--- config.mk ---
export PLATFORM = sky130hd
export DESIGN_NAME = central_sirene
export DESIGN_NICKNAME = d
export VERILOG_FILES = /design/src/rtl/central_sirene.sv
export SDC_FILE = /design/constraint.sdc
export NUM_CORES = 1
export LEC_CHECK = 0
export ABC_AREA = 1
export ABC_CLOCK_PERIOD_IN_PS = 2100
export CAP_MARGIN = 10
export CORE_ASPECT_RATIO = 0.7
export CORE_MARGIN = 1
export CORE_UTILIZATION = 40
export DETAILED_ROUTE_END_ITERATION = 8
export HOLD_SLACK_MARGIN = 0.08
export PLACE_DENSITY_LB_ADDON = 0.1
export SYNTH_ARGS = -nofsm -noshare
export SYNTH_HDL_FRONTEND = slang
export SYNTH_SLANG_ARGS = --single-unit
--- constraint.sdc ---
create_clock -name clk_2 -period 2.1 [get_ports clk_2]
set_input_delay 0.42 -clock clk_2 [delete_from_list [all_inputs] [get_ports clk_2]]
set_output_delay 0.42 -clock clk_2 [all_outputs]
set_load 0.005 [all_outputs]
--- src/rtl/central_sirene.sv ---
// Alarm annunciator: filters sirene_req, latches the alarm, pulses the buzzer until ack, then applies a timed mute with re-arm.
// Outputs are registered; a trigger takes N_FILTRO consecutive high samples; there is no backpressure, inputs are sampled every cycle.
module central_sirene #(
  parameter int N_FILTRO       = 3,
  parameter int PERIODO_BIP    = 4,
  parameter int TEMPO_SILENCIO = 16,
  parameter int NBITS_CONT     = 8
) (
  input  logic                  clk_2,
  input  logic                  reset,
  input  logic                  sirene_req,
  input  logic                  ack,
  output logic                  buzzer,
  output logic                  led_alarme,
  output logic [1:0]            estado,
  output logic [NBITS_CONT-1:0] eventos
);

  localparam int W_FILTRO = $clog2(N_FILTRO + 1);
  localparam int W_FASE   = (PERIODO_BIP > 1) ? $clog2(PERIODO_BIP) : 1;
  localparam int W_TIMER  = (TEMPO_SILENCIO > 1) ? $clog2(TEMPO_SILENCIO) : 1;

  localparam logic [W_FILTRO-1:0] FILTRO_MAX = W_FILTRO'(N_FILTRO);
  localparam logic [W_FILTRO-1:0] FILTRO_LIM = W_FILTRO'(N_FILTRO - 1);
  localparam logic [W_FASE-1:0]   FASE_MAX   = W_FASE'(PERIODO_BIP - 1);
  localparam logic [W_TIMER-1:0]  TIMER_MAX  = W_TIMER'(TEMPO_SILENCIO - 1);

  typedef enum logic [1:0] {
    REPOUSO     = 2'b00,
    DISPARADO   = 2'b01,
    RECONHECIDO = 2'b10,
    ILEGAL      = 2'b11
  } estado_t;

  estado_t               est_q;
  estado_t               est_d;
  logic [W_FILTRO-1:0]   cnt_filtro;
  logic [W_FASE-1:0]     fase;
  logic [W_TIMER-1:0]    timer;
  logic                  ack_q;
  logic                  req_ok;
  logic                  ack_rise;
  logic                  entra_disp;
  logic                  entra_rec;

  // cnt_filtro+1 >= N_FILTRO rewritten as cnt_filtro >= N_FILTRO-1 to stay in the counter width
  assign req_ok   = sirene_req && (cnt_filtro >= FILTRO_LIM);
  assign ack_rise = ack && !ack_q;
  assign estado   = est_q;

  always_comb begin
    est_d = REPOUSO;
    case (est_q)
      REPOUSO:     est_d = req_ok ? DISPARADO : REPOUSO;
      DISPARADO:   est_d = ack_rise ? RECONHECIDO : DISPARADO;
      RECONHECIDO: begin
        if (!sirene_req)             est_d = REPOUSO;
        else if (timer == TIMER_MAX) est_d = DISPARADO;
        else                         est_d = RECONHECIDO;
      end
      default:     est_d = REPOUSO;
    endcase
    entra_disp = (est_d == DISPARADO) && (est_q != DISPARADO);
    entra_rec  = (est_d == RECONHECIDO) && (est_q != RECONHECIDO);
  end

  always_ff @(posedge clk_2) begin
    if (reset) begin
      est_q      <= REPOUSO;
      cnt_filtro <= '0;
      fase       <= '0;
      timer      <= '0;
      ack_q      <= 1'b0;
      buzzer     <= 1'b0;
      led_alarme <= 1'b0;
      eventos    <= '0;
    end else begin
      est_q      <= est_d;
      ack_q      <= ack;
      led_alarme <= (est_d == DISPARADO) || (est_d == RECONHECIDO);

      if (!sirene_req)
        cnt_filtro <= '0;
      else if (cnt_filtro != FILTRO_MAX)
        cnt_filtro <= cnt_filtro + 1'b1;

      // Buzzer restarts high on every entry, including re-triggers after the mute
      if (est_d == DISPARADO) begin
        if (entra_disp) begin
          buzzer <= 1'b1;
          fase   <= '0;
        end else if (fase == FASE_MAX) begin
          buzzer <= ~buzzer;
          fase   <= '0;
        end else begin
          fase <= fase + 1'b1;
        end
      end else begin
        buzzer <= 1'b0;
        fase   <= '0;
      end

      if (entra_rec)
        timer <= '0;
      else if (est_d == RECONHECIDO)
        timer <= timer + 1'b1;

      if (entra_disp && (eventos != '1))
        eventos <= eventos + 1'b1;
    end
  end

endmodule
==> out/results.ini, run 1 <==
[routing]
drt_wl_total_mm=2.08
wl_per_cell_um=10.3
drt-initial-drc-count=24
vias=919
vias_per_cell=4.57
drtPass1Iterations=4
antenna_left=0
drcViolationCount=0

[sta]
fin_crit_sh_pct=91.0
clock_skew_ns=0.00646
max_freq_mhz=523
setup_violations=0
slew_headroom_pct=81.2
holdWs_ns=0.438
fin_crit_ns=1.91
drv_slew=0
finalHoldViolCount=0
rsz0062_at_grt=false
tightestPinTransition_ns=0.280

[floorplanning]
die_h_um=45.3
io_pins=16
die-area_sq_mm=0.00290
initial_core_util_pct=43.0
rows=15
die_w_um=63.9
placeableCoreArea_sq_mm=0.00250

[finish]
drive_gt1_share_pct=13.8
diodes=0
syn_to_final_growth_pct=27.0
final_cell_area_sq_mm=0.00136
utilization_pct=54.5
final_nets=179

[synthesis]
yosys-top-cells-area=dfxtp_1, nand2_1, ha_1, nor2_1, inv_1
yosysSeqAreaShare_pct=39.2
yosysTopAreaCell=dfxtp_1
synthTopCellsByCount=nand2_1, nor2_1, dfxtp_1
syn_nets=154
synth.most_common_cell=nand2_1
ys_warn_count=0
ys_seq_elements=21
syn_area_sq_mm=0.00107
synth_edf_count=0
ys.flop_type=dfxtp_1
avgSynthCellArea_sq_um=7.50
synth.top_cell.area_share_pct=39.2
async_flop_share_pct=0
ys_types=24
synthCells=143

[global_route]
grt_usage_pct=16.3
grt_max_degree=13
grt_pass1_vias=775
antenna_found_initial=0
grt-ovfl-total=0
grt_first_pass_wirelength_mm=3.47

[cts]
ctsLongestPathBuffers=2
cts_tree=yes
path_clk_slew_ns=0.08
htree_num_levels=1
clk_latency_ns=0.26
cts_buffers=3
cts.sinks=21
root_buffer=clkbuf_8

[hold_path]
hold_path.class=reg2reg

[placement]
gp_congestion=0.749
io_buffers=15
dpl_cell_area_sq_mm=0.00129
hpwlAfterDp_mm=1.67

[flow_run]
max_cap_viol_count=0

[power_and_ir_drop]
total_power_mw=0.739
ir_worst_vdd_v=0.000401
leakage_nw=0.615
p_per_area_mw_per_mm2=543

[worst_setup_path]
cp_data_required_time_ns=2.26
worstSetupEndpointType=flop
path_class=in2reg
worstPathMaxFanout=5
worst_setup_path_start_kind=primary input
cp_data_arrival_time_ns=2.07
ff2ff_setup_slack_ns=0.24

[outcome]
status=completed

==> final cells by class <==
type | count | area, sq um
inverters | 24 | 90.1
clock buffers | 3 | 41.3
well taps | 34 | 42.5
flip-flops and latches | 21 | 420
repair buffers | 20 | 200
multi-input cells | 98 | 562
fillers | 233 | 1130
clock inverters | 1 | 5.00
==> worst paths after layout <==
path / startpoint / to / cells past startpoint
setup / recovery: sirene_req / eventos[6]$_SDFFE_PP0P_ / 12
hold / removal: fase[0]$_SDFF_PP0_ / fase[0]$_SDFF_PP0_ / 1
setup reg to reg: timer[0]$_SDFFE_PP0N_ / eventos[6]$_SDFFE_PP0P_ / 12
hold reg to reg: fase[0]$_SDFF_PP0_ / fase[0]$_SDFF_PP0_ / 1
==> state kept, by name (all words and copies together), names as in the netlist <==
| signal | cells |
|---|---|
| cnt_filtro | 2 |
| ack_q | 1 |
| eventos | 8 |
| fase | 2 |
| buzzer | 1 |
| timer | 4 |
| estado | 2 |
| led_alarme | 1 |
==> metal layers <==
layer / up-vias / GRT usage, % / share of wire [%]
met2: 20 / 22.1 / 38
met1: 398 / 24.0 / 56
met5: - / 0 / 0
met3: 2 / 6.06 / 5.2
met4: 0 / 4.09 / 0.53
li1: 499 / - / -
==> kinds of logic after synthesis <==
family	share of synthesized area [%]
XOR/XNOR	4.08
buffers and inverters	8.40
AO/OA/AOI/OAI	8.87
AND/OR/NAND/NOR	31.3
flip-flops	39.2
adder cells (fa/ha/maj)	8.17
==> metrics by stage <==
stage,std cells,TNS [ns],worst slack (ns)
5_1_grt,201,0,0.0325
4_1_cts,200,0,0.160
2_1_floorplan,143,0,0.475
6_report,201,0,0.188
3_5_place_dp,196,-0.526,-0.123
3_3_place_gp,196,-0.0494,-0.0241
==> worst max-delay path: stages <==
cell,delay [ns]
clkdlybuf4s50_1,0.52
inv_1,0.06
nor2_1,0.09
nand2_1,0.05
nand3_1,0.13
ha_1,0.23
inv_2,0.06
a21oi_4,0.17
buf_12,0.14
nand2_4,0.06
nor2_1,0.09
nor2_1,0.05
==> timing repair <==
| item | CTS | global route |
|---|---|---|
| hold buffers | 0 | 0 |
| endpoints found under the setup margin | 0 | 1 |
| setup buffers | 0 | 1 |
| resized for setup | 0 | 0 |
==> layout by cell type (no fill, tap or decap), drive strengths merged <==
| cell | Yosys | layout |
|---|---|---|
| a21oi | 7 | 7 |
| clkbuf | 0 | 3 |
| inv | 24 | 24 |
| xor2 | 4 | 4 |
| o21ai | 3 | 3 |
| buf | 0 | 5 |
| nand3 | 12 | 12 |
| clkinv | 0 | 1 |
| a211oi | 1 | 1 |
| nor4 | 2 | 2 |
| clkdlybuf4s50 | 0 | 15 |
| nor2 | 25 | 25 |
| xnor2 | 1 | 1 |
| o21bai | 2 | 2 |
| nand4 | 1 | 1 |
| ha | 7 | 7 |
| nand2 | 32 | 32 |
| o211ai | 1 | 1 |
| dfxtp | 21 | 21 |
==> power by group <==
group	switching [mW]	total (mW)	internal, mW
clock network	0.130	0.262	0.132
registers	0.00658	0.412	0.405
logic	0.0327	0.0655	0.0328
Note: power is estimated with default switching activity, not from simulation.
==> run 2: changes to the inputs <==
- CTS_BUF_LIST: not set -> sky130_fd_sc_hd__clkbuf_8
- HOLD_SLACK_MARGIN: 0.08 -> 0.02
- SETUP_SLACK_MARGIN: not set -> 0.15
==> out/results.ini, run 2 (synthesized netlist as in run 1, its figures left out) <==
[floorplanning]
initial_core_util_pct=43.0
rows=15
die_h_um=45.3
die-area_sq_mm=0.00290
die_w_um=63.9
placeableCoreArea_sq_mm=0.00250
io_pins=16

[finish]
layout.area.seq_sq_um=422
multi_input_comb_area_sq_um=588
diodes=0
drive_gt1_share_pct=16.2
largest_reg_flops=8
max_flop_register=eventos
final_cell_area_sq_mm=0.00139
final_nets=179
num-fill-cells=225
final_common_cell=nand2_1
mostFrequentLayoutCells=nand2_1, nor2_1, inv_1, dfxtp_1, clkdlybuf4s50_1
syn_to_final_growth_pct=29.5
top_regs=eventos x8, timer x4

[worst_setup_path]
ff2ff_setup_slack_ns=0.35
r2r_end=eventos[6]$_SDFFE_PP0P_
slowest_delay_ns=0.52
worstPathMaxFanout=5
worstPathCellList=clkdlybuf4s50_1 > inv_1 > nor2_1 > nand2_1 > nand3_2 > ha_4 > inv_2 > a21oi_4 > buf_12 > nand2_4 > nor2_1 > nor2_1
cp_data_required_time_ns=2.26
worst_setup_path_start_kind=primary input
slowest_stage=clkdlybuf4s50_1
cp_data_arrival_time_ns=1.97
reg2regPathDepth=12
r2r-start=timer[1]$_SDFFE_PP0N_
path_class=in2reg
crit_top_cell=nor2_1
worstSetupEndpointType=flop
crit_path_start=sirene_req

[sta]
fin_crit_ns=1.82
drv_slew=0
holdWs_ns=0.438
tightestPinTransition_ns=0.263
slew_headroom_pct=82.4
fin_crit_sh_pct=86.5
finalHoldViolCount=0
rsz0062_at_grt=false
setup_violations=0
max_freq_mhz=551
timing.final.ws_setup_ns=0.284
clock_skew_ns=0.00636
setup_tns_ns=0

[global_route]
use_met2_pct=22.1
grt_usage_pct=16.3
antenna_found_initial=0
grt_first_pass_wirelength_mm=3.47
met3_usage_pct=6.06
grt_max_degree=13
gr-max-usage-layer=met1
grt_pass1_vias=775
grt-ovfl-total=0
grtUsageMet1_pct=24.0

[placement]
place_ws_ns=-0.123
hpwlAfterDp_mm=1.67
gp_congestion=0.749
dpl_cell_area_sq_mm=0.00129
io_buffers=15

[cts]
root_buffer=clkbuf_8
cts_buffers=3
cts_tree=yes
cts.sinks=21
clk_latency_ns=0.26
htree_num_levels=1
path_clk_slew_ns=0.08
ctsLongestPathBuffers=2

[routing]
drt_wl_total_mm=2.11
drtPass1Iterations=4
vias=912
antenna_left=0
wl_per_cell_um=10.5
drt-initial-drc-count=28
vias_per_cell=4.54
drcViolationCount=0

[power_and_ir_drop]
sw_frac_of_total_pct=23.2
internal_power_mw=0.572
total_power_mw=0.744
p_per_area_mw_per_mm2=536
p_sw_mw=0.173
seqPwrFrac_pct=55.3
leakage_nw=0.624
ir_worst_vdd_v=0.000404
pwr-share-comb_pct=9.2
clockPowerShare_pct=35.4

[hold_path]
hold_path.class=reg2reg
holdPathStages=1
hold_end=fase[0]$_SDFF_PP0_
min_from=fase[0]$_SDFF_PP0_

[outcome]
status=completed

[flow_run]
max_cap_viol_count=0

run 2: layout make-up:
cell class | count | area share (%)
multi-input combinational | 98 | 42.3
sequential | 21 | 30.4
timing repair buffer | 20 | 14.4
inverter | 24 | 6.49
tap | 34 | 3.06
clock buffer | 3 | 2.97
clock inverter | 1 | 0.360
run 2: how the worst max path moves through the flow:
| stage | endpoint | slack (ns) | cells past startpoint |
|---|---|---|---|
| 6_report | eventos[6]$_SDFFE_PP0P_ | 0.28 | 12 |
| 5_1_grt | eventos[6]$_SDFFE_PP0P_ | 0.18 | 12 |
| 4_1_cts | eventos[4]$_SDFFE_PP0P_ | 0.16 | 11 |
| 3_5_place_dp | eventos[4]$_SDFFE_PP0P_ | -0.12 | 11 |
| 3_3_place_gp | eventos[7]$_SDFFE_PP0P_ | -0.02 | 11 |
| 2_1_floorplan | eventos[4]$_SDFFE_PP0P_ | 0.48 | 11 |
run 2: per-stage QoR:
stage	utilization [%]	std cells
floorplan	-	143
global placement	51.9	196
detailed placement	51.9	196
CTS	53.7	200
global route	55.6	201
finish	55.6	201
run 2: power groups by stage:
stage	clock network (mW)	registers (mW)	logic (mW)
after floorplan	0	0.420	0.0323
after global placement	0	0.421	0.0592
after global routing	0.296	0.413	0.0755
after CTS	0.276	0.412	0.0602
after detailed placement	0	0.421	0.0599
final	0.264	0.412	0.0688
run 2: layer usage:
| metal | part of all wire [%] | up-vias |
|---|---|---|
| li1 | - | 499 |
| met1 | 57 | 394 |
| met2 | 38 | 17 |
| met3 | 4.5 | 2 |
| met4 | 0.57 | 0 |
| met5 | 0 | - |
run 2: critical path: cells and delay by family:
kind	cells	cell delay [ns]
buf+inv	4	0.76
simple gates	6	0.48
compound gates	1	0.17
fa+ha+maj	1	0.15
run 2: repair_timing:
action	in CTS	in global routing
resized for setup	0	6
endpoints found under the hold margin	0	0
setup endpoints to repair	0	12
hold buffers	0	0
buffers inserted	0	1
